`config.mk`:
```
export PLATFORM = sky130hd
export DESIGN_NAME = snes_gamepad_reader
export DESIGN_NICKNAME = d
export VERILOG_FILES = /design/src/rtl/gamepad_pkg.sv /design/src/rtl/snes_gamepad_reader_sync2.sv /design/src/rtl/snes_gamepad_reader.sv
export SDC_FILE = /design/constraint.sdc
export NUM_CORES = 1
export LEC_CHECK = 0
export ABC_CLOCK_PERIOD_IN_PS = 2600
export BUFFER_PORTS_ARGS = -buffer_cell sky130_fd_sc_hd__buf_4
export CORE_ASPECT_RATIO = 0.5
export CORE_MARGIN = 10
export CORE_UTILIZATION = 25
export CTS_CLUSTER_SIZE = 14
export DETAILED_ROUTE_END_ITERATION = 8
export PLACE_DENSITY = 0.47
export SLEW_MARGIN = 10
export SYNTH_ARGS = -nofsm -noshare
export SYNTH_HDL_FRONTEND = slang
export SYNTH_HIERARCHICAL = 1
export SYNTH_SLANG_ARGS = --single-unit
```
`constraint.sdc`:
```
create_clock -name clk -period 2.6 [get_ports clk]
set_input_delay 0.26 -clock clk [delete_from_list [all_inputs] [get_ports clk]]
set_output_delay 0.26 -clock clk [all_outputs]
set_load 0.01 [all_outputs]
```
`src/rtl/gamepad_pkg.sv`:
```
// Shared types and bit map for the SNES gamepad reader.
// No logic here; one pure helper that turns the raw serial word into pressed flags.
package gamepad_pkg;

    typedef enum logic [2:0] {
        IDLE,
        LATCH,
        PH_HI,
        PH_LO,
        DONE
    } state_t;

    localparam int GP_BITS    = 16;
    localparam int GP_BUTTONS = 12;

    localparam int BTN_B      = 0;
    localparam int BTN_Y      = 1;
    localparam int BTN_SELECT = 2;
    localparam int BTN_START  = 3;
    localparam int BTN_UP     = 4;
    localparam int BTN_DOWN   = 5;
    localparam int BTN_LEFT   = 6;
    localparam int BTN_RIGHT  = 7;
    localparam int BTN_A      = 8;
    localparam int BTN_X      = 9;
    localparam int BTN_L      = 10;
    localparam int BTN_R      = 11;

    // The pad pulls every line low when absent, so an all-zero word means "no pad".
    function automatic logic [GP_BUTTONS-1:0] pressed_flags(input logic [GP_BITS-1:0] raw);
        return (raw != '0) ? ~raw[GP_BUTTONS-1:0] : '0;
    endfunction

endpackage

```
`src/rtl/snes_gamepad_reader_sync2.sv`:
```
// Two-flop synchronizer for the asynchronous pad data pin.
// Latency 2 cycles; no flow control.
module sync2 (
    input  logic clk,
    input  logic rst_n,
    input  logic d,
    output logic q
);

    logic meta;

    always_ff @(posedge clk) begin
        if (!rst_n) begin
            meta <= 1'b0;
            q    <= 1'b0;
        end else begin
            meta <= d;
            q    <= meta;
        end
    end

endmodule

```
`src/rtl/snes_gamepad_reader.sv`:
```
// SNES pad poller: latch, 16 clocked serial bits, publish pressed flags on o_valid.
// Latency 34*HALF_CYCLES+1 cycles from i_start; i_start outside IDLE is dropped.
module snes_gamepad_reader
    import gamepad_pkg::*;
#(
    parameter int HALF_CYCLES = 150
) (
    input  logic                  clk,
    input  logic                  rst_n,
    input  logic                  i_start,
    input  logic                  i_data,
    output logic                  o_latch,
    output logic                  o_pclk,
    output logic                  o_up,
    output logic                  o_down,
    output logic                  o_left,
    output logic                  o_right,
    output logic                  o_pause,
    output logic                  o_restart,
    output logic [GP_BUTTONS-1:0] o_buttons,
    output logic                  o_present,
    output logic                  o_valid,
    output logic                  o_busy
);

    localparam int CNT_W = $clog2(2 * HALF_CYCLES);
    localparam logic [CNT_W-1:0] LATCH_LAST = CNT_W'(2 * HALF_CYCLES - 1);
    localparam logic [CNT_W-1:0] HALF_LAST  = CNT_W'(HALF_CYCLES - 1);

    state_t               state;
    state_t               state_nxt;
    logic [CNT_W-1:0]     cnt;
    logic [CNT_W-1:0]     cnt_nxt;
    logic [3:0]           bit_idx;
    logic [3:0]           bit_nxt;
    logic                 capture;
    logic [GP_BITS-1:0]   shift_q;
    logic                 data_s;

    logic                 latch_nxt;
    logic                 pclk_nxt;
    logic                 busy_nxt;
    logic                 publish;

    logic                 latch_q;
    logic                 pclk_q;
    logic                 busy_q;
    logic                 valid_q;
    logic                 present_q;
    logic [GP_BUTTONS-1:0] btn_q;

    sync2 u_sync (
        .clk   (clk),
        .rst_n (rst_n),
        .d     (i_data),
        .q     (data_s)
    );

    always_ff @(posedge clk) begin
        if (!rst_n) begin
            state   <= IDLE;
            cnt     <= '0;
            bit_idx <= '0;
        end else begin
            state   <= state_nxt;
            cnt     <= cnt_nxt;
            bit_idx <= bit_nxt;
        end
    end

    always_comb begin
        state_nxt = state;
        cnt_nxt   = cnt + CNT_W'(1);
        bit_nxt   = bit_idx;
        capture   = 1'b0;
        case (state)
            IDLE: begin
                cnt_nxt = '0;
                if (i_start) begin
                    state_nxt = LATCH;
                    bit_nxt   = '0;
                end
            end
            LATCH: begin
                if (cnt == LATCH_LAST) begin
                    state_nxt = PH_HI;
                    cnt_nxt   = '0;
                end
            end
            PH_HI: begin
                if (cnt == HALF_LAST) begin
                    capture   = 1'b1;
                    state_nxt = PH_LO;
                    cnt_nxt   = '0;
                end
            end
            PH_LO: begin
                if (cnt == HALF_LAST) begin
                    cnt_nxt = '0;
                    if (bit_idx == 4'd15) begin
                        state_nxt = DONE;
                    end else begin
                        bit_nxt   = bit_idx + 4'd1;
                        state_nxt = PH_HI;
                    end
                end
            end
            DONE: begin
                state_nxt = IDLE;
                cnt_nxt   = '0;
            end
            default: begin
                state_nxt = IDLE;
                cnt_nxt   = '0;
            end
        endcase

        // Pin levels are registered from the next state so they track the FSM without a lag.
        latch_nxt = (state_nxt == LATCH);
        pclk_nxt  = (state_nxt != PH_LO);
        busy_nxt  = (state_nxt != IDLE);
        publish   = (state_nxt == DONE);
    end

    always_ff @(posedge clk) begin
        if (!rst_n) begin
            shift_q <= '0;
        end else if (capture) begin
            shift_q[bit_idx] <= data_s;
        end
    end

    always_ff @(posedge clk) begin
        if (!rst_n) begin
            latch_q   <= 1'b0;
            pclk_q    <= 1'b1;
            busy_q    <= 1'b0;
            valid_q   <= 1'b0;
            present_q <= 1'b0;
            btn_q     <= '0;
        end else begin
            latch_q <= latch_nxt;
            pclk_q  <= pclk_nxt;
            busy_q  <= busy_nxt;
            valid_q <= publish;
            if (publish) begin
                present_q <= (shift_q != '0);
                btn_q     <= pressed_flags(shift_q);
            end
        end
    end

    assign o_latch   = latch_q;
    assign o_pclk    = pclk_q;
    assign o_busy    = busy_q;
    assign o_valid   = valid_q;
    assign o_present = present_q;
    assign o_buttons = btn_q;
    assign o_up      = btn_q[BTN_UP];
    assign o_down    = btn_q[BTN_DOWN];
    assign o_left    = btn_q[BTN_LEFT];
    assign o_right   = btn_q[BTN_RIGHT];
    assign o_pause   = btn_q[BTN_START];
    assign o_restart = btn_q[BTN_SELECT];

endmodule

```
-- Yosys cells after proc, flatten, opt, wreduce, memory -nomap -nowiden
Index checks and enable logic that the tools add are counted.
- word-level logic and storage cells: 55
- ROM bits: 0
- output and inout port bits: 23
- flip-flop bits (word level): 51
- bits in latches: 0
- bits of input ports: 4
- RAM bits: 0
- memories: 0
- $add $sub $neg: 2
- multiply operators: 0
- $lt $le $gt $ge: 2
- divide/modulo/power cells: 0
- reductions and logical operators: 7
- bitwise gates (word level): 1
- equal/unequal tests: 12
- multiplexer cells: 19
- shifts and indexed selects: 0
- operators by type and width (kind ; count):
    two-way mux 9 bit ; 2
    one-hot mux 9 bit (2 select lines) ; 1
    bitwise mux 16 bit ; 1
    nonzero test 16 bit ; 1
    two-way mux 3 bit ; 5
    two-way mux 12 bit ; 1
    two-way mux 4 bit ; 3
    NOT 12 bit ; 1
    one-hot mux 3 bit (4 select lines) ; 1
    adder 9 x 1 -> 9 bit, second input constant ; 1
    == test 9 x 8 -> 1 bit, second input constant ; 1
    == test 9 bit, second input constant ; 1
    one-hot mux 4 bit (2 select lines) ; 1
    == test 3 x 1 -> 1 bit, second input constant ; 2
    == test 3 x 2 -> 1 bit, second input constant ; 2
    inequality test 2 bit, second input constant ; 3
    < comparator 4 x 5 -> 1 bit, second input constant ; 1
    adder 4 x 1 -> 4 bit, second input constant ; 1
    demux 1 bit (select 4 bit) ; 1
    == test 4 bit, second input constant ; 1
    >= comparator 4 x 1 -> 1 bit, second input constant ; 1
    AND reduction 4 bit ; 1
    == test 3 bit, second input constant ; 1
    zero test 3 bit ; 1
    other kinds (6) ; 8

-- Longest topological paths before layout
Gate-level depths: netlist of run 1.
- depth in word-level cells: 5
- mapped depth: 8
- depth with buffers taken out: 6

-- Hierarchy
The synthesis of run 1 kept the hierarchy.
- modules (own cells, without submodules) (module ; instances ; cells an instance ; seq. area each (um^2) ; area an instance (um^2)):
    snes_gamepad_reader ; 1 ; 268 ; 980.9 ; 2344.7
    sync2 ; 1 ; 4 ; 40.0 ; 52.6

-- Least setup slack after synthesis of run 1
Ideal clock, no wire load.
- path type: register -> register
- start point: reg bit_idx[0]
- end point: reg btn_q[10], in the netlist o_buttons[10]
- slack: 0.862 ns
- clock period less this slack: 1.738 ns
- setup time: 0.067 ns
- cell stages (with the launch flop): 7
- required time: 2.533 ns
- buffers on the path: 1
- data arrival time: 1.671 ns
- path through: dfxtp_1 -> ha_1 -> and3_1 -> nand4_4 -> buf_6 -> or3_1 -> a21oi_2
- cells in the longest elaborated chain, start to end: 5
- RTL lines (item ; line ; RTL):
    start: declaration ; snes_gamepad_reader.sv:34 ; logic [3:0] bit_idx;
    start signal: assignment ; snes_gamepad_reader.sv:67 ; bit_idx <= bit_nxt;
    == test 4 bit ; snes_gamepad_reader.sv:100 ; if (bit_idx == 4'd15) begin
    two-way mux 3 bit ; snes_gamepad_reader.sv:100 ;
    two-way mux 3 bit ; snes_gamepad_reader.sv:98 ; if (cnt == HALF_LAST) begin
    one-hot mux 3 bit (4 select lines) ; snes_gamepad_reader.sv:76 ; case (state)
    == test 3 bit ; snes_gamepad_reader.sv:122 ; publish = (state_nxt == DONE);
    end signal: assignment ; snes_gamepad_reader.sv:148 ; btn_q <= pressed_flags(shift_q);
    end: declaration ; snes_gamepad_reader.sv:50 ; logic [GP_BUTTONS-1:0] btn_q;
Every way passes these cells.
A chain may end at the register's enable or synchronous reset.

-- Worst setup path after layout of run 1
Ends and elaborated chain as after synthesis.

==> results.md, run 1 <==
- Minimum clock period: 2140 ps
- Synth cell types: 44
- Yosys Warn Count: 6
- CP Capture Type: flop
- Sink Count: 51
- All-Layer GR Usage: 8.25%
- Number of global-route vias before repair: 1913
- R2R setup slack: 460 ps
- Req. time, crit path: 2810 ps
- NumNets Final: 295
- Synth top area cells: dfxtp_1 43%, a21oi_1 5.0%, nand2_1 4.9%
- DRT iter0 DRCs: 129
- Post-Synthesis Cells: 272
- Vias per cell: 4.77
- # rows: 25
- Top-count cell post-synth: dfxtp_1
- Antenna fix cells: 0
- Share of cells above drive strength 1: 14.4%
- WL final: 5.48 mm
- Pre-Repair DR Iteration Count: 4
- Worst Path Arrival: 2350 ps
- H-tree depth: 2
- Status: finished clean
- Clock power frac: 46.6%
- Sw Share: 19.8%
- Switching Power: 309 µW
- Clk slew on worst S/H paths: 60 ps
- Initial antenna violation count: 0
- Die width: 158 µm
- Worst vdd ir: 0.239 mV
- R2R cell count: 5
- Global-route wire length before repair: 9.54 mm
- Finished Layout Cells: 406
- Initial Utilization: 25.5%
- Crit path cell chain: ha_1 > and3_1 > nand4_4 > or3_1 > a21oi_2
- Lkg Pwr: 0.982 nW
- Post-DP HPWL: 3.93 mm
- Slowest stage delay, CP: 500 ps
- Drt drc: 0
- Mean Syn Cell Area: 8.81 µm²
- Top-Level Pins: 27
- Internal cell power: 1.25 mW
- Sequential share of the synthesized area: 42.6%
- Final Max Slew Viols: 0
- FMAX: 467 MHz
- Flop pwr share: 51.0%
- Setup Viol. Count Final: 0
- Hold Vio Cnt, Final: 0
- Slew HR: 51.5%
- Setup TNS: 0 ps
- CTS Hold Bufs: 0
- Post-synth ARST share: 0%
- Post-synth EDFFs: 0
- WP buf/inv: 0
- Via count: 1936
- Cells on Worst Hold Path: 2
- CTS Buf Count: 5
- Worst slew pin tran: 723 ps
- Crit Path Class: flop to flop
- Largest net degree at the start of global routing: 29
- Cells after DPL: 399
- Buffers added on ports: 26
- Core Box Area: 9380 µm²
- Largest area contributor in the netlist: dfxtp_1
- RR Startpoint: bit_idx[0]
- Comb power frac: 2.4%
- Syn_nets: 282
- Clock latency on the worst-skew pair: 290 ps
- Worst Hold End: u_sync/meta
- Area share of the largest cell type after synthesis: 42.6%
- Critical path peak fanout: 28
- HP Class: input pin to flop
- Worst Skew: 7.22 ps
- DIE HEIGHT: 89.2 µm
- GP Congestion: 0.791
- Max Root-Sink Buffers: 2
- Unrepaired setup endpoints after global routing: no
- Area grow syn2layout: 16.4%
- Total gr overflow: 0
- CTS tree: built
- Critical path launch point type: flop
- Root Driver: clkbuf_16
- DR WL/cell: 13.5 µm
- Final worst-path cycle share: 82.4%
- Die area: 14100 µm²
- Post-synth top flop: dfxtp_1
- Area of the mapped netlist: 2400 µm²
- Post-CTS setup buffers: 0
- Hold_sp: i_data
- Number of antenna-violating nets in the routed design: 0
- Power Dens Cells: 559 nW/µm²
- #FFs+latches synth: 51
- Max Cap Viol: 0
- Commonest cells post-synth: 51 x dfxtp_1, 31 x nand2_1, 24 x a21oi_1, 20 x nor2_1, 16 x nand4_1
- Reg-to-reg endpoint: o_buttons[10]
- Slowest cell on the critical path: or3_1
- CP delay by family, top: simple AND/OR/NAND/NOR gates
- CTS resizes: 0
[worst register-to-register path, cell delays in order, from the launching register on]
cell and delay [ps]:
dfxtp_1 410, ha_1 350, and3_1 310, nand4_4 340
or3_1 510, a21oi_2 140
[per-stage QoR]
stage / instance area (µm²) / utilization [%] / hold slack [ps] / worst slack, ps / total power, mW
finish: 2790 / 29.7 / 179 / 458 / 1.56
CTS: 2790 / 29.7 / 171 / 472 / 1.59
floorplan: 2400 / - / 382 / 862 / 0.833
detailed placement: 2630 / 28.0 / 425 / 490 / 0.850
global placement: 2630 / 28.0 / 424 / 512 / 0.850
global route: 2790 / 29.7 / 175 / 248 / 1.62
[power groups by stage]
stage               clock, mW  combinational [mW]  sequential [mW]
finish                  0.727              0.0376            0.794
global route            0.781              0.0423            0.795
CTS                     0.754              0.0383            0.794
detailed placement          0              0.0381            0.812
global placement            0              0.0381            0.812
floorplan                   0              0.0230            0.810
[layout by cell type (no fill, tap or decap), types with 3 or more instances in the layout]
cell,instances
nor2_1,20
buf_4,27
and4_1,3
ha_1,6
and2_1,3
nor4_1,6
nor2b_1,4
clkbuf_16,5
xnor2_1,5
or3_1,14
a21oi_1,24
nand4_1,16
inv_1,5
nand3b_1,4
nand2_1,31
mux2i_1,8
dfxtp_1,51
o21ai_1,10
nand3_1,12
[registers in the layout (all words and copies together) (netlist names)]
signal,cells
o_buttons,12
u_sync/q,1
cnt,9
state,3
o_present,1
bit_idx,4
o_valid,1
o_busy,1
shift_q,16
o_pclk,1
u_sync/meta,1
o_latch,1
[cells by family after synthesis]
logic type	after synthesis	synth area share [%]
xor gates and xnor gates	7	2.56
DFF	51	42.6
muxes	8	3.34
and+or+nand+nor	129	31.9
buffers and inverters	27	6.11
AOI/OAI and AO/OA	44	10.3
adders and majority gates	6	3.13
[worst max path at each step]
| stage | from | endpoint | slack (ps) | cells past startpoint |
|---|---|---|---|---|
| 2_1_floorplan | bit_idx[0] | o_buttons[10] | 860 | 6 |
| 3_3_place_gp | bit_idx[0] | o_buttons[5] | 510 | 5 |
| 3_5_place_dp | bit_idx[1] | o_buttons[10] | 490 | 5 |
| 4_1_cts | bit_idx[1] | o_buttons[4] | 470 | 5 |
| 5_1_grt | bit_idx[1] | o_buttons[5] | 250 | 5 |
| 6_report | bit_idx[0] | o_buttons[10] | 460 | 5 |
[routing by layer]
layer	GRT usage, %	up-vias	part of all wire (%)
met4	2.76	0	0.93
met5	0	-	0
li1	-	991	-
met3	2.26	5	6.0
met1	11.2	892	51
met2	12.4	48	42
[final cells by class]
| cell class | instances | area (µm²) |
|---|---|---|
| Clock buffer | 5 | 125 |
| Clock inverter | 2 | 37.5 |
| Fill cell | 995 | 6590 |
| Inverter | 6 | 22.5 |
| Multi-Input combinational cell | 194 | 1230 |
| Sequential cell | 51 | 1020 |
| Tap cell | 121 | 151 |
| Timing Repair Buffer | 27 | 203 |
(Power assumes the default switching activity.)
==> inputs of run 2 (changes only) <==
- ABC_AREA: not set -> 1
- ABC_CLOCK_PERIOD_IN_PS: 2600 -> 2050
- PLACE_DENSITY: 0.47 -> 0.46
- clock period: 2.6 -> 2.05 ns (I/O delays scaled with it)
==> results.md, run 2 <==
- Sw Share: 20.6% (was 19.8%)
- DRT iter0 DRCs: 69 (was 129)
- Minimum clock period: 1770 ps (was 2140 ps)
- Power Dens Cells: 670 nW/µm² (was 559 nW/µm²)
- Worst Setup EP: o_buttons[5] (was o_buttons[10])
- Post-Synthesis Cells: 356 (was 272)
- Number of antenna-violating nets in the routed design: 0 (unchanged)
- Number of global-route vias before repair: 1918 (was 1913)
- Largest area contributor in the netlist: dfxtp_1 (unchanged)
- Final Max Slew Viols: 0 (unchanged)
- Worst vdd ir: 0.269 mV (was 0.239 mV)
- #FFs+latches synth: 51 (unchanged)
- Comb power frac: 3.8% (was 2.4%)
- Critical path peak fanout: 14 (was 28)
- NumNets Final: 384 (was 295)
- Post-synth top flop: dfxtp_1 (unchanged)
- R2R setup slack: 280 ps (was 460 ps)
- Reg-to-reg endpoint: o_buttons[5] (was o_buttons[10])
- WP buf/inv: 0 (unchanged)
- Max Root-Sink Buffers: 2 (unchanged)
- Stages on worst setup path: 6 (was 5)
- Yosys Warn Count: 6 (unchanged)
- Post-DP HPWL: 4.09 mm (was 3.93 mm)
- Status: finished clean (unchanged)
- Slowest stage delay, CP: 430 ps (was 500 ps)
- Top reg by flops: shift_q (unchanged)
- Post-CTS setup buffers: 0 (unchanged)
- Mean Syn Cell Area: 7.25 µm² (was 8.81 µm²)
- CTS Hold Bufs: 0 (unchanged)
- WL final: 5.49 mm (was 5.48 mm)
- Place WS: 266 ps (was 490 ps)
- Synth top area cells: dfxtp_1 40%, nand2_1 11%, nor2_1 9.6% (was dfxtp_1 43%, a21oi_1 5.0%, nand2_1 4.9%)
- Initial antenna violation count: 0 (unchanged)
- Max Cap Viol: 0 (unchanged)
- Die width: 164 µm (was 158 µm)
- Buffers added on ports: 26 (unchanged)
- Share of cells above drive strength 1: 15.8% (was 14.4%)
- All-Layer GR Usage: 7.37% (was 8.25%)
- Hold Vio Cnt, Final: 0 (unchanged)
- HP Class: input pin to flop (unchanged)
- Req. time, crit path: 2230 ps (was 2810 ps)
- Largest net degree at the start of global routing: 34 (was 29)
- Clock power frac: 45.7% (was 46.6%)
- Worst Skew: 7.05 ps (was 7.22 ps)
- Worst Path Arrival: 1960 ps (was 2350 ps)
- Clock latency on the worst-skew pair: 290 ps (about the same)
- Synth cell types: 32 (was 44)
- Area of the mapped netlist: 2580 µm² (was 2400 µm²)
- Post-layout total power: 2.01 mW (was 1.56 mW)
- Post-synth ARST share: 0% (unchanged)
- Most common cell after layout, fill and taps aside: nand2_1 (was dfxtp_1)
- Finished Layout Cells: 514 (was 406)
- R2R cell count: 6 (was 5)
- Crit Path Class: flop to flop (unchanged)
- Vias per cell: 4.07 (was 4.77)
- Commonest cells post-synth: 77 x nand2_1, 66 x nor2_1, 51 x dfxtp_1, 47 x inv_1, 27 x nand4_1 (was 51 x dfxtp_1, 31 x nand2_1, 24 x a21oi_1, 20 x nor2_1, 16 x nand4_1)
- GP Congestion: 0.747 (was 0.791)
- Final setup margin: 276 ps (was 458 ps)
- Pre-Repair DR Iteration Count: 6 (was 4)
- Setup TNS: 0 ps (unchanged)
- DR WL/cell: 10.7 µm (was 13.5 µm)
- CTS resizes: 0 (unchanged)
- Most frequent cells in the layout: 77 x nand2_1, 66 x nor2_1, 51 x dfxtp_1 (was 51 x dfxtp_1, 31 x nand2_1, 27 x buf_4)
- Initial Utilization: 25.4% (was 25.5%)
- Core Box Area: 10100 µm² (was 9380 µm²)
- Top-Level Pins: 27 (unchanged)
- Crit path cell chain: ha_1 > nand3_2 > nor2_8 > nand3_4 > o21ai_4 > nor2_1 (was ha_1 > and3_1 > nand4_4 > or3_1 > a21oi_2)
- Post-synth EDFFs: 0 (unchanged)
- RR Startpoint: bit_idx[0] (unchanged)
- Unrepaired setup endpoints after global routing: no (unchanged)
- Worst slew pin tran: 616 ps (was 723 ps)
- Internal cell power: 1.60 mW (was 1.25 mW)
- Setup Viol. Count Final: 0 (unchanged)
- CP delay by family, top: simple AND/OR/NAND/NOR gates (unchanged)
- DIE HEIGHT: 91.9 µm (was 89.2 µm)
- Area grow syn2layout: 16.2% (was 16.4%)
- Hold WS: 99.7 ps (was 179 ps)
- Switching Power: 414 µW (was 309 µW)
- Critical path launch point: bit_idx[0] (unchanged)
- Syn_nets: 366 (was 282)
- Flop pwr share: 50.5% (was 51.0%)
- Area share of the largest cell type after synthesis: 39.6% (was 42.6%)
- Top-count cell post-synth: nand2_1 (was dfxtp_1)
- Clk slew on worst S/H paths: 70 ps (was 60 ps)
- Root Driver: clkbuf_16 (unchanged)
- Final worst-path cycle share: 86.5% (was 82.4%)
- FMAX: 564 MHz (was 467 MHz)
- H-tree depth: 2 (unchanged)
- Slew HR: 58.9% (was 51.5%)
- Total gr overflow: 0 (unchanged)
- Die area: 15000 µm² (was 14100 µm²)
- Drt drc: 0 (unchanged)
- Via count: 2092 (was 1936)
- Global-route wire length before repair: 9.25 mm (was 9.54 mm)
- Sequential share of the synthesized area: 39.6% (was 42.6%)
- Antenna fix cells: 0 (unchanged)
- Sink Count: 51 (unchanged)
- CTS tree: built (unchanged)
- CP Capture Type: flop (unchanged)
- # rows: 26 (was 25)
- Lkg Pwr: 1.42 nW (was 0.982 nW)
- CTS Buf Count: 5 (unchanged)
- Critical path launch point type: flop (unchanged)
- Max reg flops: 16 (unchanged)
- Cells after DPL: 507 (was 399)
- Slowest cell on the critical path: dfxtp_1 (was or3_1)
run 2: area by class of cell:
| type | count | area (µm²) |
|---|---|---|
| clock buffer | 6 | 129 |
| timing repair buffer | 27 | 203 |
| multi-input combinational | 236 | 1240 |
| fill | 1122 | 7150 |
| sequential | 51 | 1020 |
| tap | 140 | 175 |
| inverter | 53 | 199 |
| clock inverter | 1 | 30.0 |
run 2: worst min path at each step:
stage / from / end / slack [ps] / cells past startpoint
floorplan: rst_n / u_sync/meta / 300 / 2
global placement: i_data / u_sync/meta / 390 / 3
detailed placement: i_data / u_sync/meta / 390 / 3
CTS: i_data / u_sync/meta / 90 / 3
global route: i_data / u_sync/meta / 100 / 3
finish: i_data / u_sync/meta / 100 / 3
run 2: logic make-up (layout without fill, tap and decap cells):
logic type	count (synthesis)	after routing	synth area share, %
and+or+nand+nor	207	207	39.3
buffers and inverters	69	87	12.3
DFF	51	51	39.6
AOI/OAI and AO/OA	18	18	4.27
adders and majority gates	6	6	2.91
xor gates and xnor gates	5	5	1.70
run 2: power groups by stage:
stage	Combinational, mW	Clock (mW)	Sequential [mW]
after CTS	0.0775	0.954	1.02
after global routing	0.0868	0.978	1.02
after detailed placement	0.0774	0	1.04
after floorplan	0.0523	0	1.04
after global placement	0.0788	0	1.04
final	0.0761	0.919	1.02
run 2: stage by stage:
stage	area, µm²	util (%)
after detailed placement	2840	28.0
after global placement	2840	28.0
final	3000	29.5
after CTS	3000	29.5
after global routing	3000	29.5
after floorplan	2580	-
run 2: layer usage:
metal / up-vias / routed length [µm] / track usage (%)
li1: 1148 / - / -
met1: 919 / 2810 / 9.33
met2: 20 / 2400 / 11.8
met3: 5 / 206 / 1.96
met4: 0 / 70 / 2.66
met5: - / 0 / 0
run 2: tightest hold or removal path: stages:
cell and delay, ps:
buf_4 70, nand2_1 40, inv_1 40
